**config.mk**
```make
export PLATFORM = sky130hd
export DESIGN_NAME = msrv_32_instr_fetch_buffer_flat
export DESIGN_NICKNAME = d
export VERILOG_FILES = /design/src/rtl/msrv_32_instr_fetch_buffer_if.sv /design/src/rtl/msrv_32_instr_fetch_buffer.sv /design/src/flat_wrapper.sv
export SDC_FILE = /design/constraint.sdc
export NUM_CORES = 1
export LEC_CHECK = 0
export CAP_MARGIN = 10
export CORE_ASPECT_RATIO = 2
export CORE_MARGIN = 3
export CORE_UTILIZATION = 25
export DETAILED_ROUTE_END_ITERATION = 8
export HOLD_SLACK_MARGIN = 0.05
export PLACE_DENSITY = 0.52
export SYNTH_ARGS = -nofsm -noshare
export SYNTH_HDL_FRONTEND = slang
export SYNTH_SLANG_ARGS = --single-unit
```
**constraint.sdc**
```tcl
create_clock -name ms_riscv32_mp_clk_in -period 4 [get_ports ms_riscv32_mp_clk_in]
set_input_delay 0.4 -clock ms_riscv32_mp_clk_in [delete_from_list [all_inputs] [get_ports ms_riscv32_mp_clk_in]]
set_output_delay 0.4 -clock ms_riscv32_mp_clk_in [all_outputs]
set_load 0.01 [all_outputs]
```
**src/rtl/msrv_32_instr_fetch_buffer_if.sv**
```systemverilog
// Fetch-buffer bus: instruction-memory request/response plus decode-side handshake.
// No storage; pure signal bundle.
// master = fetch buffer (drives requests and head outputs), slave = memory/decode side.
interface msrv_32_instr_fetch_buffer_if;
    logic        redirect_in;
    logic [31:0] pc_in;
    logic        imem_req_out;
    logic [31:0] imem_addr_out;
    logic        imem_ready_in;
    logic        imem_rvalid_in;
    logic [31:0] imem_rdata_in;
    logic        instr_valid_out;
    logic        instr_ready_in;
    logic [31:0] instr_out;
    logic [31:0] pc_out;

    modport master (
        input  redirect_in, pc_in, imem_ready_in, imem_rvalid_in, imem_rdata_in, instr_ready_in,
        output imem_req_out, imem_addr_out, instr_valid_out, instr_out, pc_out
    );

    modport slave (
        output redirect_in, pc_in, imem_ready_in, imem_rvalid_in, imem_rdata_in, instr_ready_in,
        input  imem_req_out, imem_addr_out, instr_valid_out, instr_out, pc_out
    );
endinterface

```
**src/rtl/msrv_32_instr_fetch_buffer.sv**
```systemverilog
// In-order instruction fetch front-end with a DEPTH-entry {pc,instr} FIFO and redirect flush.
// Latency: head visible 1 cycle after response (3 cycles redirect-to-valid on zero-wait memory).
// Backpressure: requests are credit-limited so count+outstanding never exceeds DEPTH.
module msrv_32_instr_fetch_buffer #(
    parameter int          DEPTH   = 4,
    parameter logic [31:0] BOOT_PC = 32'h0000_0000,
    parameter logic [31:0] NOP     = 32'h0000_0013
) (
    input  logic                                ms_riscv32_mp_clk_in,
    input  logic                                ms_riscv32_mp_rst_in,
    msrv_32_instr_fetch_buffer_if.master        bus
);

    localparam int PW = (DEPTH > 1) ? $clog2(DEPTH) : 1;
    localparam int CW = $clog2(DEPTH) + 1;
    localparam logic [CW:0] DEPTH_W = (CW + 1)'(DEPTH);

    logic          run;
    logic [31:0]   fetch_pc;
    logic [31:0]   resp_pc;
    logic [31:0]   fifo_pc    [DEPTH];
    logic [31:0]   fifo_instr [DEPTH];
    logic [PW-1:0] rd_ptr;
    logic [PW-1:0] wr_ptr;
    logic [CW-1:0] count;
    logic [CW-1:0] outstanding;
    logic [CW-1:0] drop;

    logic          issue;
    logic          accept;
    logic          resp;
    logic          push;
    logic          pop;
    logic          valid;
    logic [CW-1:0] outstanding_nxt;
    logic [31:0]   target;

    // Handshake decode: credit check, response routing (keep or discard) and pop qualification.
    always_comb begin
        target          = bus.pc_in & ~32'h0000_0003;
        valid           = (count != '0);
        issue           = run & ~bus.redirect_in &
                          (({1'b0, count} + {1'b0, outstanding}) < DEPTH_W);
        accept          = issue & bus.imem_ready_in;
        // A response with nothing outstanding belongs to a request issued before reset.
        resp            = bus.imem_rvalid_in & (outstanding != '0);
        push            = resp & ~bus.redirect_in & (drop == '0);
        pop             = valid & bus.instr_ready_in & ~bus.redirect_in;
        outstanding_nxt = outstanding + CW'(accept) - CW'(resp);
    end

    assign bus.imem_req_out    = issue;
    assign bus.imem_addr_out   = fetch_pc;
    assign bus.instr_valid_out = valid;
    assign bus.instr_out       = valid ? fifo_instr[rd_ptr] : NOP;
    assign bus.pc_out          = valid ? fifo_pc[rd_ptr]    : 32'h0;

    // Control state: PCs, pointers and counters; a redirect flushes the FIFO and
    // marks every word still in flight as stale.
    always_ff @(posedge ms_riscv32_mp_clk_in or negedge ms_riscv32_mp_rst_in) begin
        if (!ms_riscv32_mp_rst_in) begin
            run         <= 1'b0;
            fetch_pc    <= BOOT_PC;
            resp_pc     <= BOOT_PC;
            rd_ptr      <= '0;
            wr_ptr      <= '0;
            count       <= '0;
            outstanding <= '0;
            drop        <= '0;
        end else begin
            run         <= 1'b1;
            outstanding <= outstanding_nxt;
            if (bus.redirect_in) begin
                fetch_pc <= target;
                resp_pc  <= target;
                rd_ptr   <= '0;
                wr_ptr   <= '0;
                count    <= '0;
                drop     <= outstanding_nxt;
            end else begin
                if (accept) begin
                    fetch_pc <= fetch_pc + 32'd4;
                end
                if (push) begin
                    resp_pc <= resp_pc + 32'd4;
                    wr_ptr  <= wr_ptr + PW'(1);
                end
                if (pop) begin
                    rd_ptr <= rd_ptr + PW'(1);
                end
                count <= count + CW'(push) - CW'(pop);
                if (resp && (drop != '0)) begin
                    drop <= drop - CW'(1);
                end
            end
        end
    end

    // FIFO storage; contents are only observed through the valid-gated head outputs.
    always_ff @(posedge ms_riscv32_mp_clk_in) begin
        if (push) begin
            fifo_pc[wr_ptr]    <= resp_pc;
            fifo_instr[wr_ptr] <= bus.imem_rdata_in;
        end
    end

endmodule

```
**src/flat_wrapper.sv**
```systemverilog
// flat-port wrapper written by rule: the top's interface ports become plain ports
module msrv_32_instr_fetch_buffer_flat 
#(
    parameter int          DEPTH   = 4,
    parameter logic [31:0] BOOT_PC = 32'h0000_0000,
    parameter logic [31:0] NOP     = 32'h0000_0013
)
  (ms_riscv32_mp_clk_in, ms_riscv32_mp_rst_in, bus_redirect_in, bus_pc_in, bus_imem_ready_in, bus_imem_rvalid_in, bus_imem_rdata_in, bus_instr_ready_in, bus_imem_req_out, bus_imem_addr_out, bus_instr_valid_out, bus_instr_out, bus_pc_out);
  msrv_32_instr_fetch_buffer_if bus_i ();
  input  logic ms_riscv32_mp_clk_in;
  input  logic ms_riscv32_mp_rst_in;
  input wire logic [$bits(bus_i.redirect_in)-1:0] bus_redirect_in;
  input wire logic [$bits(bus_i.pc_in)-1:0] bus_pc_in;
  input wire logic [$bits(bus_i.imem_ready_in)-1:0] bus_imem_ready_in;
  input wire logic [$bits(bus_i.imem_rvalid_in)-1:0] bus_imem_rvalid_in;
  input wire logic [$bits(bus_i.imem_rdata_in)-1:0] bus_imem_rdata_in;
  input wire logic [$bits(bus_i.instr_ready_in)-1:0] bus_instr_ready_in;
  output wire logic [$bits(bus_i.imem_req_out)-1:0] bus_imem_req_out;
  output wire logic [$bits(bus_i.imem_addr_out)-1:0] bus_imem_addr_out;
  output wire logic [$bits(bus_i.instr_valid_out)-1:0] bus_instr_valid_out;
  output wire logic [$bits(bus_i.instr_out)-1:0] bus_instr_out;
  output wire logic [$bits(bus_i.pc_out)-1:0] bus_pc_out;
  assign bus_i.redirect_in = bus_redirect_in;
  assign bus_i.pc_in = bus_pc_in;
  assign bus_i.imem_ready_in = bus_imem_ready_in;
  assign bus_i.imem_rvalid_in = bus_imem_rvalid_in;
  assign bus_i.imem_rdata_in = bus_imem_rdata_in;
  assign bus_i.instr_ready_in = bus_instr_ready_in;
  assign bus_imem_req_out = bus_i.imem_req_out;
  assign bus_imem_addr_out = bus_i.imem_addr_out;
  assign bus_instr_valid_out = bus_i.instr_valid_out;
  assign bus_instr_out = bus_i.instr_out;
  assign bus_pc_out = bus_i.pc_out;
  msrv_32_instr_fetch_buffer #(.DEPTH(DEPTH), .BOOT_PC(BOOT_PC), .NOP(NOP)) u_core (.ms_riscv32_mp_clk_in(ms_riscv32_mp_clk_in), .ms_riscv32_mp_rst_in(ms_riscv32_mp_rst_in), .bus(bus_i));
endmodule
```
==> flow_summary_export.csv, run 1 <==
group,metric,value,unit
detailed_routing,dr_wl_met3,1580,um
placement,dp_hpwl,23900,um
floorplan,io_pins,168,
synth,synth_compound_area_share,3.83,%
power,p_switching,2.66,mW
worst_setup_path,worstPathRequired,3.60,ns
floorplan,die_area,0.0575,mm2
grt,grt_pass1_wl,52900,um
job,maxCapViolations,0,
synth,synth_top_family_by_area,"multiplexers",
power,clock_power_share,30.6,%
clock_tree,post_cts_resized,0,
clock_tree,cts_made_buffers,31,
synth,synth_cell_type_count,59,
floorplan,die_h,336,um
floorplan,die_x,171,um
detailed_routing,wl_met2,19400,um
floorplan,initial_core_util,25.3,%
timing,fmaxAchievable,297,MHz
timing,rsz0062_at_grt,"false",
clock_tree,cts_buffer_depth,3,
detailed_routing,highest_layer,"met5",
detailed_routing,viasPerCell,4.58,
grt,first_global_vias,8581,
clock_tree,cts-root-buf,"clkbuf_16",
timing,fin_crit_sh,84.0,%
placement,io_buffers,161,
detailed_routing,dr.pass1.iters,4,
grt,gr-total-overflow,0,
synth,synth_seq_cells,322,
outcome,status,"complete, no violations",
timing,fin_crit,3.36,ns
detailed_routing,wl,35200,um
timing,fin_skew,0.0109,ns
synth,synth_area,0.0136,mm2
floorplan,num_rows,120,
clock_tree,htreeDepth,1,
worst_hold_path,hold_class,"primary input to register",
power,seqPwrFrac,42.9,%
detailed_routing,ant_nets,0,
worst_setup_path,arrival,2.96,ns
timing,hold_viol_final,0,
power,peakVddDrop,0.000368,V
layout,drive_above_1_share,16.0,%
grt,grt_max_degree,45,
timing,setup_viol_count_final,0,
clock_tree,clock-sinks,322,
synth,synthArstFlopShare,23.0,%
synth,syn_inst,839,
floorplan,fp.coreArea,0.0538,mm2
layout,diodes,0,
power,p_sw_share,27.8,%
synth,synth_fa_ha_area_share,1.58,%
detailed_routing,drc,0,
worst_setup_path,cp-end-kind,"output pin",
clock_tree,clk_pin_slew_worst_paths,0.06,ns
power,power.density,558,mW/mm2
synth,avgSynthCellArea,16.2,um2
worst_setup_path,startpoint_type,"register",
clock_tree,cts_tree,"yes",
clock_tree,clk_latency,0.56,ns
synth,ys_warn_count,0,
synth,synth_ff_type,"edfxtp_1",
grt,track_usage,12.2,%
timing,worst_pin_slew,0.924,ns
detailed_routing,dr_total_vias,7871,
layout,area_growth,26.2,%
timing,hold_slack,0.234,ns
synth,synthXorXnorAreaFrac,2.57,%
power,pwr-share-comb,26.5,%
detailed_routing,wire_per_inst,20.5,um
synth,synth_simple_gate_area_share,9.98,%
detailed_routing,drtIter0Drc,487,
worst_setup_path,crit_fanout,27,
synth,muxShareOfSynthArea,11.7,%
layout,fin_util,32.0,%
worst_setup_path,crit_type,"register to output pin",
detailed_routing,wl_met1,13300,um
placement,gp_congestion,0.798,
layout,fin_nets,1109,
synth,synth_edf_count,248,
power,intPower,6.93,mW
timing,slew_headroom,37.9,%
grt,antenna_found_initial,1,
timing,fin_tns_setup,0,ns
timing,final_max_slew_viol_count,0,
synth,ys_seq_area_share,68.3,%
power,leakagePower,5.75,nW
## cells by family (layout without fill, tap and decap cells)
family	after synthesis	in the layout
AO/OA/AOI/OAI	79	79
XOR/XNOR	40	40
adder cells (fa/ha/maj)	16	16
buffers and inverters	59	264
flip-flops	322	322
multiplexers	80	80
other	2	5
AND/OR/NAND/NOR	241	241
## per-stage QoR
step           area [um2]  total power [mW]  setup WS (ns)  std cells
2_1_floorplan       13600              5.50          0.971        842
3_3_place_gp        16200              6.81          0.861       1660
3_5_place_dp        16200              6.84          0.867       1660
4_1_cts             17200              9.82          0.504       1718
5_1_grt             17200              10.1          0.459       1718
6_report            17200              9.59          0.638       1718
## worst max-delay path, cell delays in order, from the launching register on
cell and delay [ns]:
dfrtp_4 0.82, buf_4 0.38, mux4_2 0.55, and2_1 0.17, clkdlybuf4s50_1 0.47
## synthesized netlist by cell type, types with 18 or more instances
cell type | n | share of area (%)
edfxtp_1 | 248 | 55
clkbuf_1 | 20 | 0.55
nand4_1 | 21 | 0.96
xor2_1 | 20 | 1.3
inv_1 | 18 | 0.50
nand2_1 | 44 | 1.2
nand3_1 | 31 | 1.1
o21ai_0 | 28 | 1.0
xnor2_1 | 20 | 1.3
mux4_2 | 62 | 10
nor2_1 | 22 | 0.61
dfrtp_1 | 74 | 14
and2_1 | 69 | 3.2
## path summary, 6_finish.rpt
kind                                                     startpoint                                  endpoint  slack, ns  cells past startpoint
setup reg to reg                    u_core.outstanding[2]$_DFF_PN0_                u_core.drop[2]$_DFFE_PN0P_       0.89                     10
hold reg to reg            u_core.bus.imem_addr_out[16]$_DFFE_PN0P_  u_core.bus.imem_addr_out[16]$_DFFE_PN0P_       0.55                      1
min in group asynchronous                      ms_riscv32_mp_rst_in                 u_core.count[0]$_DFF_PN0_       0.38                      2
setup / recovery                       u_core.rd_ptr[0]$_DFFE_PN0P_                             bus_pc_out[5]       0.64                      4
max in group asynchronous                      ms_riscv32_mp_rst_in            u_core.resp_pc[31]$_DFFE_PN0N_       2.72                      3
hold / removal                                      bus_redirect_in              u_core.rd_ptr[1]$_DFFE_PN0P_       0.23                      2
## what timing repair did
item,CTS,global route
endpoints found under the hold margin,40,0
hold buffers,1,0
setup buffers,0,0
## power groups by stage
stage,logic [mW],registers [mW],clock network (mW)
finish,2.54,4.12,2.93
global route,2.80,4.16,3.17
CTS,2.65,4.13,3.04
detailed placement,2.64,4.20,0
global placement,2.63,4.19,0
floorplan,1.45,4.05,0
## placed cells by master, fill, tap and decap left out, types with 21 or more instances in the layout
| cell | synthesis | routed |
|---|---|---|
| edfxtp_1 | 248 | 248 |
| clkdlybuf4s50_1 | 0 | 159 |
| dfrtp_1 | 74 | 72 |
| and2_1 | 69 | 65 |
| mux4_2 | 62 | 62 |
| nand2_1 | 44 | 44 |
| nand3_1 | 31 | 31 |
| clkbuf_16 | 0 | 31 |
| o21ai_0 | 28 | 28 |
| nor2_1 | 22 | 22 |
| nand4_1 | 21 | 21 |
## per-layer routing
layer	vias to the layer above	global-route usage [%]
met5	-	0
met4	2	3.75
met3	46	1.89
met2	212	23.3
met1	4010	13.6
li1	3601	-
## area by class of cell
class / instances / area [um2]
Fill cell: 5307 / 36600
Sequential cell: 322 / 9310
Multi-Input combinational cell: 461 / 4070
Timing Repair Buffer: 187 / 1890
Tap cell: 671 / 840
Clock buffer: 38 / 812
Clock inverter: 19 / 194
Inverter: 20 / 80.1
## registers in the layout (all words and copies together) (netlist names)
name	flops
u_core.fifo_instr	128
u_core.fifo_pc	120
u_core.bus.imem_addr_out	30
u_core.resp_pc	30
u_core.count	3
u_core.drop	3
u_core.outstanding	3
u_core.rd_ptr	2
u_core.wr_ptr	2
u_core.run	1
(Power assumes the default switching activity.)
==> run 2, diff against run 1 <==
Settings changed: PLACE_DENSITY 0.52 to 0.54.
Clock period 4 ns to 2.9 ns, I/O delays scaled along.
==> flow_summary_export.csv, run 2 (synthesis results as in run 1) <==
group,metric,value,unit
outcome,status,"complete, no violations",
placement,dp_hpwl,23800,um
floorplan,num_rows,120,
timing,rsz0062_at_grt,"false",
power,power.density,764,mW/mm2
layout,mostFrequentLayoutCells,"edfxtp_1, clkdlybuf4s50_1, dfrtp_1",
worst_setup_path,crit_path_max_incr_delay,0.50,ns
clock_tree,htreeDepth,1,
detailed_routing,viasPerCell,4.57,
clock_tree,cts_made_buffers,30,
timing,fin_skew,0.0112,ns
detailed_routing,drc,0,
detailed_routing,ant_nets,0,
timing,fin_ws,0.114,ns
worst_setup_path,cpLargestDelayFamily,"buffers and inverters",
power,leakagePower,6.24,nW
power,intPower,9.69,mW
detailed_routing,dr_total_vias,8009,
grt,track_usage,11.9,%
detailed_routing,wl,34300,um
power,p_sw_share,28.1,%
power,clock_power_share,29.4,%
placement,io_buffers,161,
worst_setup_path,arrival,2.50,ns
timing,hold_viol_final,0,
power,seqPwrFrac,41.3,%
worst_setup_path,cp_num_buf_inv,3,
clock_tree,clock-sinks,322,
grt,grt_max_degree,62,
timing,fin_crit_sh,96.1,%
detailed_routing,drtIter0Drc,355,
clock_tree,clk_pin_slew_worst_paths,0.06,ns
floorplan,fp.coreArea,0.0538,mm2
power,p_switching,3.79,mW
timing,slew_headroom,46.1,%
job,maxCapViolations,0,
worst_setup_path,crit_slowest_cell,"mux4_2",
layout,regMostFlops,"u_core.fifo_instr",
floorplan,die_h,336,um
worst_setup_path,startpoint_type,"register",
power,peakVddDrop,0.000414,V
clock_tree,clk_latency,0.57,ns
floorplan,initial_core_util,25.3,%
placement,placed_cells,1673,
floorplan,die_area,0.0575,mm2
clock_tree,cts-root-buf,"clkbuf_16",
detailed_routing,wire_per_inst,19.6,um
layout,layout.cells.non_filler,1754,
worst_setup_path,crit_chain,"buf_12 -> buf_16 -> mux4_2 -> and2_1 -> clkdlybuf4s50_1",
worst_setup_path,crit_fanout,17,
worst_setup_path,path_depth,5,
timing,setup_viol_count_final,0,
worst_setup_path,worstPathRequired,2.61,ns
grt,gr-total-overflow,0,
floorplan,die_x,171,um
floorplan,io_pins,168,
worst_hold_path,whs_path_depth,2,
clock_tree,cts_buffer_depth,3,
layout,largest_reg_flops,128,
timing,final_max_slew_viol_count,0,
layout,area_growth,29.5,%
worst_setup_path,crit_type,"register to output pin",
timing,worst_pin_slew,0.801,ns
layout,drive_above_1_share,19.6,%
placement,gp_congestion,0.812,
layout,fin_nets,1145,
grt,first_global_vias,8733,
layout,final_common_cell,"edfxtp_1",
worst_hold_path,hold_class,"primary input to register",
grt,antenna_found_initial,2,
worst_setup_path,cp-end-kind,"output pin",
detailed_routing,dr.pass1.iters,7,
timing,fin_crit,2.79,ns
worst_setup_path,r2r_cells,10,
placement,place_ws,0.0513,ns
layout,top_regs,"u_core.fifo_instr: 128 flops, u_core.fifo_pc: 120 flops",
clock_tree,cts_tree,"yes",
grt,grt_pass1_wl,52700,um
power,pwr-share-comb,29.4,%
timing,fmaxAchievable,359,MHz
==> run 2: cell types whose count changed in the layout (fill, tap and decap cells not counted), sizes merged, moves of 3 or more <==
cell           change
dlymetal6s2s      +12
clkinvlp           +3
clkdlybuf4s50     -31
dlygate4sd2       +19
buf               +37
clkbuf             -3
==> run 2: path summary, 6_finish.rpt <==
kind / from / slack [ns] / end
setup / recovery: u_core.rd_ptr[0]$_DFFE_PN0P_ / 0.11 / bus_instr_out[10]
hold / removal: bus_redirect_in / 0.15 / u_core.rd_ptr[0]$_DFFE_PN0P_
hold reg to reg: u_core.bus.imem_addr_out[16]$_DFFE_PN0P_ / 0.55 / u_core.bus.imem_addr_out[16]$_DFFE_PN0P_
max in group asynchronous: ms_riscv32_mp_rst_in / 1.89 / u_core.bus.imem_addr_out[10]$_DFFE_PN0P_
setup reg to reg: u_core.outstanding[2]$_DFF_PN0_ / 0.15 / u_core.drop[2]$_DFFE_PN0P_
min in group asynchronous: ms_riscv32_mp_rst_in / 0.33 / u_core.count[1]$_DFF_PN0_
==> run 2: per-layer routing <==
metal,routed length (um),up-vias,global-route usage (%)
met5,29,-,0
met4,802,4,3.57
met3,1700,45,2.12
met2,18800,193,22.4
met1,13000,4090,13.7
li1,-,3677,-
==> run 2: layout make-up <==
| type | instances | area [um2] |
|---|---|---|
| inverters | 20 | 80.1 |
| multi-input cells | 461 | 4110 |
| clock buffers | 35 | 791 |
| clock inverters | 20 | 190 |
| fillers | 5297 | 36100 |
| repair buffers | 224 | 2310 |
| flip-flops and latches | 322 | 9310 |
| diodes | 1 | 2.50 |
| well taps | 671 | 840 |
==> run 2: per-stage QoR <==
step	setup TNS, ns	util [%]	hold slack (ns)	total power [mW]	cell area, um2
finish	0	32.8	0.147	13.5	17600
global route	0	32.8	0.154	14.2	17600
CTS	-0.0107	32.4	0.112	13.6	17400
detailed placement	0	30.5	0.405	9.58	16400
global placement	0	30.5	0.402	9.53	16400
floorplan	-0.00935	-	-0.00559	7.60	13700
==> run 2: power by group through the flow <==
stage | Combinational (mW) | Sequential (mW) | Clock [mW]
final | 3.96 | 5.56 | 3.96
after global routing | 4.36 | 5.60 | 4.26
after CTS | 3.92 | 5.57 | 4.12
after detailed placement | 3.86 | 5.72 | 0
after global placement | 3.83 | 5.70 | 0
after floorplan | 2.01 | 5.59 | 0
==> run 2: timing repair <==
item                                    in CTS  in global routing
endpoints found under the hold margin       53                  0
setup buffers                                3                 21
hold buffers                                 1                  0
gates cloned                                 0                  0
pin swaps                                    0                  1
endpoints found under the setup margin      63                 37
gates resized for setup                     23                 15
==> variant 1: new RTL, config.mk and constraints of run 2 <==
`DEPTH` is set to 4 in 2 places; all go to 8.
--- a/src/rtl/msrv_32_instr_fetch_buffer.sv
+++ b/src/rtl/msrv_32_instr_fetch_buffer.sv
@@ -2,7 +2,7 @@
 // Latency: head visible 1 cycle after response (3 cycles redirect-to-valid on zero-wait memory).
 // Backpressure: requests are credit-limited so count+outstanding never exceeds DEPTH.
 module msrv_32_instr_fetch_buffer #(
-    parameter int          DEPTH   = 4,
+    parameter int          DEPTH   = 8,
     parameter logic [31:0] BOOT_PC = 32'h0000_0000,
     parameter logic [31:0] NOP     = 32'h0000_0013
 ) (
--- a/src/flat_wrapper.sv
+++ b/src/flat_wrapper.sv
@@ -1,7 +1,7 @@
 // flat-port wrapper written by rule: the top's interface ports become plain ports
 module msrv_32_instr_fetch_buffer_flat 
 #(
-    parameter int          DEPTH   = 4,
+    parameter int          DEPTH   = 8,
     parameter logic [31:0] BOOT_PC = 32'h0000_0000,
     parameter logic [31:0] NOP     = 32'h0000_0013
 )
Function: no difference found for any inputs over 4 cycles, from zero or initial values and one cycle with ms_riscv32_mp_rst_in low; that may be too few to reach the edited logic, so the function may still have changed.
==> variant 1 against run 2 <==
Sequential cell count is 253 higher; setup slack worse by 0.055 ns; design area grew 66%; area after synthesis grew 71%; power is 70% higher; global-route usage up 0.074 points; critical path depth grew 2; utilization shrank 0.95 points; routed wire length rose by 73%; sequential share of layout area up 4.7 points.
==> variant 1: results (changes against run 2) <==
[worst_setup_path]
cp_max_fo=8  ; was 17

[global_route]
use_met2_pct=22.30  ; was 22.39%
met3_usage_pct=2.549  ; was 2.117%
track_usage_pct=12.02  ; was 11.94%
grt_pass1_vias=13920  ; was 8,733
grt_pass1_wl_um=88320  ; was 52,730 µm
grt_max_degree=59  ; was 62
met1_usage_pct=13.55  ; was 13.67%
antenna_found_initial=3  ; was 2

[timing]
worst_pin_slew_ns=0.7529  ; was 0.8007 ns
clock_skew_ns=0.05607  ; was 0.01119 ns

[clock_network]
clock_latency_ns=0.65  ; was 0.57 ns
cts_made_buffers=53  ; was 30

[finish]
diodes=0  ; was 1
drive_gt1_share_pct=26.06  ; was 19.59%

[yosys]
ys_seq_area_share_pct=72.29  ; was 68.28%
synthDistinctLibCells=53  ; was 59
ys_async_sr_fraction_pct=13.74  ; was 22.98%
synth_common_cells=edfxtp_1, mux4_2, nor2_1  ; was edfxtp_1, dfrtp_1, and2_1

[status]
outcome=finished, final reports clean  ; unchanged

[placed_design]
dp_hpwl_um=35890  ; was 23,810 µm
gp_congestion=0.7967  ; was 0.8121
placed_area_um2=27170  ; was 16,380 µm²

[pwr]
leakage_nw=9.436  ; was 6.239 nW
vdd_drop_max_mv=0.4785  ; was 0.4135 mV

variant 1: area by class of cell:
class | count | area, µm²
multi-input combinational | 608 | 6397
inverter | 28 | 105.1
clock buffer | 64 | 1418
clock inverter | 33 | 337.8
timing repair buffer | 254 | 2720
sequential | 575 | 16880
tap | 1192 | 1491
fill | 8934 | 62780
variant 1: kinds of logic (layout without fill, tap and decap cells):
logic type,after synthesis,count (layout),synth area share [%]
DFF,575,575,72.29
AOI/OAI and AO/OA,73,73,2.144
xor gates and xnor gates,49,49,1.839
muxes,208,208,15.68
buffers and inverters,92,379,1.555
adders and majority gates,21,21,1.190
and+or+nand+nor,252,252,5.275
other,2,5,0.03218
variant 1: worst max-delay path: stages (launching register included):
cell and delay [ns]:
dfrtp_4 0.44, buf_6 0.13, buf_12 0.16, buf_4 0.16, mux4_2 0.50, mux2i_1 0.15, nor2_1 0.08, dlygate4sd2_1 0.31
variant 1: final timing paths:
kind                               slack (ns)                         start                            to  cells after the start
hold / removal                           0.24          ms_riscv32_mp_rst_in  u_core.bus.imem_addr_out[21]                      2
setup / recovery                         0.06              u_core.rd_ptr[0]                 bus_pc_out[2]                      7
setup reg to reg                         0.21         u_core.outstanding[2]  u_core.bus.imem_addr_out[26]                      8
min in group ms_riscv32_mp_clk_in        0.24                 bus_pc_in[19]  u_core.bus.imem_addr_out[19]                      3
hold reg to reg                          0.57  u_core.bus.imem_addr_out[22]  u_core.bus.imem_addr_out[22]                      1
max in group asynchronous                1.98          ms_riscv32_mp_rst_in               u_core.count[0]                      3
variant 1: timing repair:
action | 4_1_cts | 5_1_grt
pin swaps | 2 | 6
hold buffers | 1 | 0
buffers inserted | 24 | 3
hold endpoints to repair | 51 | 0
resized for setup | 176 | 51
cloned | 2 | 4
endpoints found under the setup margin | 63 | 50
variant 1: stage by stage:
stage | setup TNS (ns) | hold slack [ns] | std cells | power, mW | util (%)
4_1_cts | -0.1745 | 0.1941 | 2750 | 23.23 | 31.80
5_1_grt | -0.1757 | 0.2505 | 2754 | 24.06 | 31.86
2_1_floorplan | -92.00 | -0.005591 | 1275 | 12.92 | -
3_3_place_gp | 0 | 0.3976 | 2626 | 15.65 | 29.49
6_report | 0 | 0.2430 | 2754 | 22.86 | 31.86
3_5_place_dp | 0 | 0.4082 | 2626 | 15.74 | 29.49
variant 1: routing by layer:
layer  up-vias  routed length (µm)
li1       5543                   -
met1      6513               23080
met2       290               31910
met3       105                2783
met4         2                1770
met5         -                   7
variant 1: power breakdown:
group          internal, mW  total (mW)  switching [mW]
sequential             9.28        9.59           0.314
combinational          3.19        6.21            3.01
clock                  3.88        7.06            3.19
==> variant 2: new RTL, flow settings as in run 2 <==
Made on the original files. Make the reset (`ms_riscv32_mp_rst_in`) synchronous in one clocked block.
--- a/src/rtl/msrv_32_instr_fetch_buffer.sv
+++ b/src/rtl/msrv_32_instr_fetch_buffer.sv
@@ -57,7 +57,7 @@
 
     // Control state: PCs, pointers and counters; a redirect flushes the FIFO and
     // marks every word still in flight as stale.
-    always_ff @(posedge ms_riscv32_mp_clk_in or negedge ms_riscv32_mp_rst_in) begin
+    always_ff @(posedge ms_riscv32_mp_clk_in) begin
         if (!ms_riscv32_mp_rst_in) begin
             run         <= 1'b0;
             fetch_pc    <= BOOT_PC;
Behaviour: differs if ms_riscv32_mp_rst_in is asserted again (counterexample within 4 cycles, from zero or initial values and one cycle with ms_riscv32_mp_rst_in low); with ms_riscv32_mp_rst_in held inactive, the same outputs for 4 cycles.
==> variant 2 against run 2 <==
Clock skew is 0.0037 ns higher; global-route usage is 0.68 points higher; sequential share of layout area is 1.3 points lower; setup slack better by 0.027 ns; routed wire length is 7.1% higher; utilization is 0.29 points lower; first-iteration DRC count is 24% higher; design area is 1.1% lower; sequential cell count is 2 higher; area after synthesis is 0.50% lower.
Power is not compared: it rests on default switching activity, and its combinational part moved more than twofold at a synthesized area within 25%.
==> variant 2: results (changes against run 2) <==
[finish]
fin_nets=1219  ; was 1,145
drive_gt1_share_pct=16.34  ; was 19.59%
reg_top3=u_core.fifo_instr (128), u_core.fifo_pc (120)  ; unchanged

[yosys]
synth_area_leaders=edfxtp_1, dfxtp_1, mux4_2  ; was edfxtp_1, dfrtp_1, mux4_2
ys_async_sr_fraction_pct=0  ; was 22.98%
ys_seq_area_share_pct=66.19  ; was 68.28%
synth_common_cells=edfxtp_1, dfxtp_1, and2_1  ; was edfxtp_1, dfrtp_1, and2_1
ys_warn_count=0  ; unchanged
synthDistinctLibCells=58  ; was 59
synthCells=929  ; was 839
synth_edf_count=248  ; unchanged

[timing]
worst_pin_slew_ns=0.7387  ; was 0.8007 ns
clock_skew_ns=0.01487  ; was 0.01119 ns

[placed_design]
port_buffers=161  ; unchanged
dpl.cell_count=1761  ; was 1,673
dp_hpwl_um=24910  ; was 23,810 µm
gp_congestion=0.9060  ; was 0.8121
placed_area_um2=16310  ; was 16,380 µm²

[clock_network]
cts_made_buffers=30  ; unchanged
path_clk_slew_ns=0.07
cts_buffer_depth=3  ; unchanged
h-tree-depth=1  ; unchanged

[global_route]
grt_pass1_wl_um=54830  ; was 52,730 µm
track_usage_pct=12.62  ; was 11.94%
grt_pass1_vias=9093  ; was 8,733
grt_max_degree=65  ; was 62
antenna_found_initial=3  ; was 2

[routing]
wirelength_um=36770  ; was 34,340 µm
wire_per_inst_um=20.08  ; was 19.58 µm
drt-initial-drc-count=439  ; was 355
vias=8664  ; was 8,009
drt_pass1_iterations=5  ; was 7

[worst_setup_path]
r2r_slack_ns=0.16
worstSetupPathType=reg -> out  ; unchanged
rr_startpoint=u_core.outstanding[2]  ; unchanged
cp_data_arrival_time_ns=2.47  ; was 2.50 ns
r2r_end=u_core.bus.imem_addr_out[29]  ; was u_core.drop[2]
worstRegToRegCells=6  ; was 10
cp_max_fo=19  ; was 17
cp-endpoint=bus_pc_out[17]  ; was bus_instr_out[10]

[pwr]
leakage_nw=5.635
vdd_drop_max_mv=0.3049

[status]
outcome=finished, final reports clean  ; unchanged

variant 2: changes by cell type after synthesis, moves of 10 or more:
cell | run 2 | this run
mux2_2 | 15 | 1
clkbuf_1 | 20 | 36
dfxtp_1 | 0 | 76
nor2_1 | 22 | 32
o21ai_0 | 28 | 45
a31oi_1 | 3 | 27
a21oi_1 | 10 | 35
or3_1 | 0 | 10
dfrtp_1 | 74 | 0
variant 2: logic make-up after synthesis:
family	count (synthesis)	synth area share, %
AO/OA/AOI/OAI	142	6.307
XOR/XNOR	31	2.004
adder cells (fa/ha/maj)	16	1.588
buffers and inverters	79	2.364
flip-flops	324	66.19
multiplexers	65	10.54
other	1	0.02767
AND/OR/NAND/NOR	271	10.99
variant 2: worst max-delay path, stage by stage (launching register included):
cell and delay [ns]:
dfxtp_4 0.44, buf_12 0.22, mux4_2 0.57, and2_1 0.18
clkdlybuf4s50_1 0.48
variant 2: worst min path at each step:
stage	from	end	slack (ns)	cells after the start
after global routing	bus_pc_in[2]	u_core.resp_pc[2]	0.31	3
after global placement	u_core.wr_ptr[1]	u_core.wr_ptr[1]	0.48	2
after CTS	bus_pc_in[27]	u_core.bus.imem_addr_out[27]	0.29	3
after detailed placement	u_core.wr_ptr[1]	u_core.wr_ptr[1]	0.49	2
final	bus_pc_in[27]	u_core.bus.imem_addr_out[27]	0.34	3
after floorplan	ms_riscv32_mp_rst_in	u_core.run	0.32	0
variant 2: through the flow:
step	hold WS [ns]	total power [mW]	worst slack, ns
after floorplan	0.3177	6.080	0.04588
after global placement	0.4773	6.709	0.05553
after detailed placement	0.4939	6.737	0.06670
after CTS	0.2922	10.78	0.01693
after global routing	0.3150	11.05	-0.01655
final	0.3396	10.58	0.1408
variant 2: report_power, final:
part           leakage (nW)  total, mW  switching, mW  internal (mW)
combinational          2.29       1.26          0.646          0.609
sequential             2.88       5.36          0.140           5.22
clock                 0.459       3.97           1.74           2.23
total                  5.63       10.6           2.53           8.05
variant 2: layer usage:
layer | track usage (%) | wire length, µm
met5 | 0 | 0
met2 | 23.68 | 19750
met4 | 5.599 | 1529
met1 | 13.73 | 13930
met3 | 1.955 | 1554
variant 2: area by class of cell:
cell class / instances / area (µm²)
fillers: 5309 / 36170
flip-flops and latches: 324 / 8976
multi-input cells: 529 / 4295
repair buffers: 224 / 2245
well taps: 671 / 839.6
clock buffers: 39 / 805.8
clock inverters: 17 / 170.2
inverters: 24 / 91.34
diodes: 3 / 7.507
variant 2: repair_timing:
item	4_1_cts	5_1_grt
hold endpoints to repair	0	0
buffers inserted	6	5
setup endpoints to repair	51	6
resized for setup	3	4
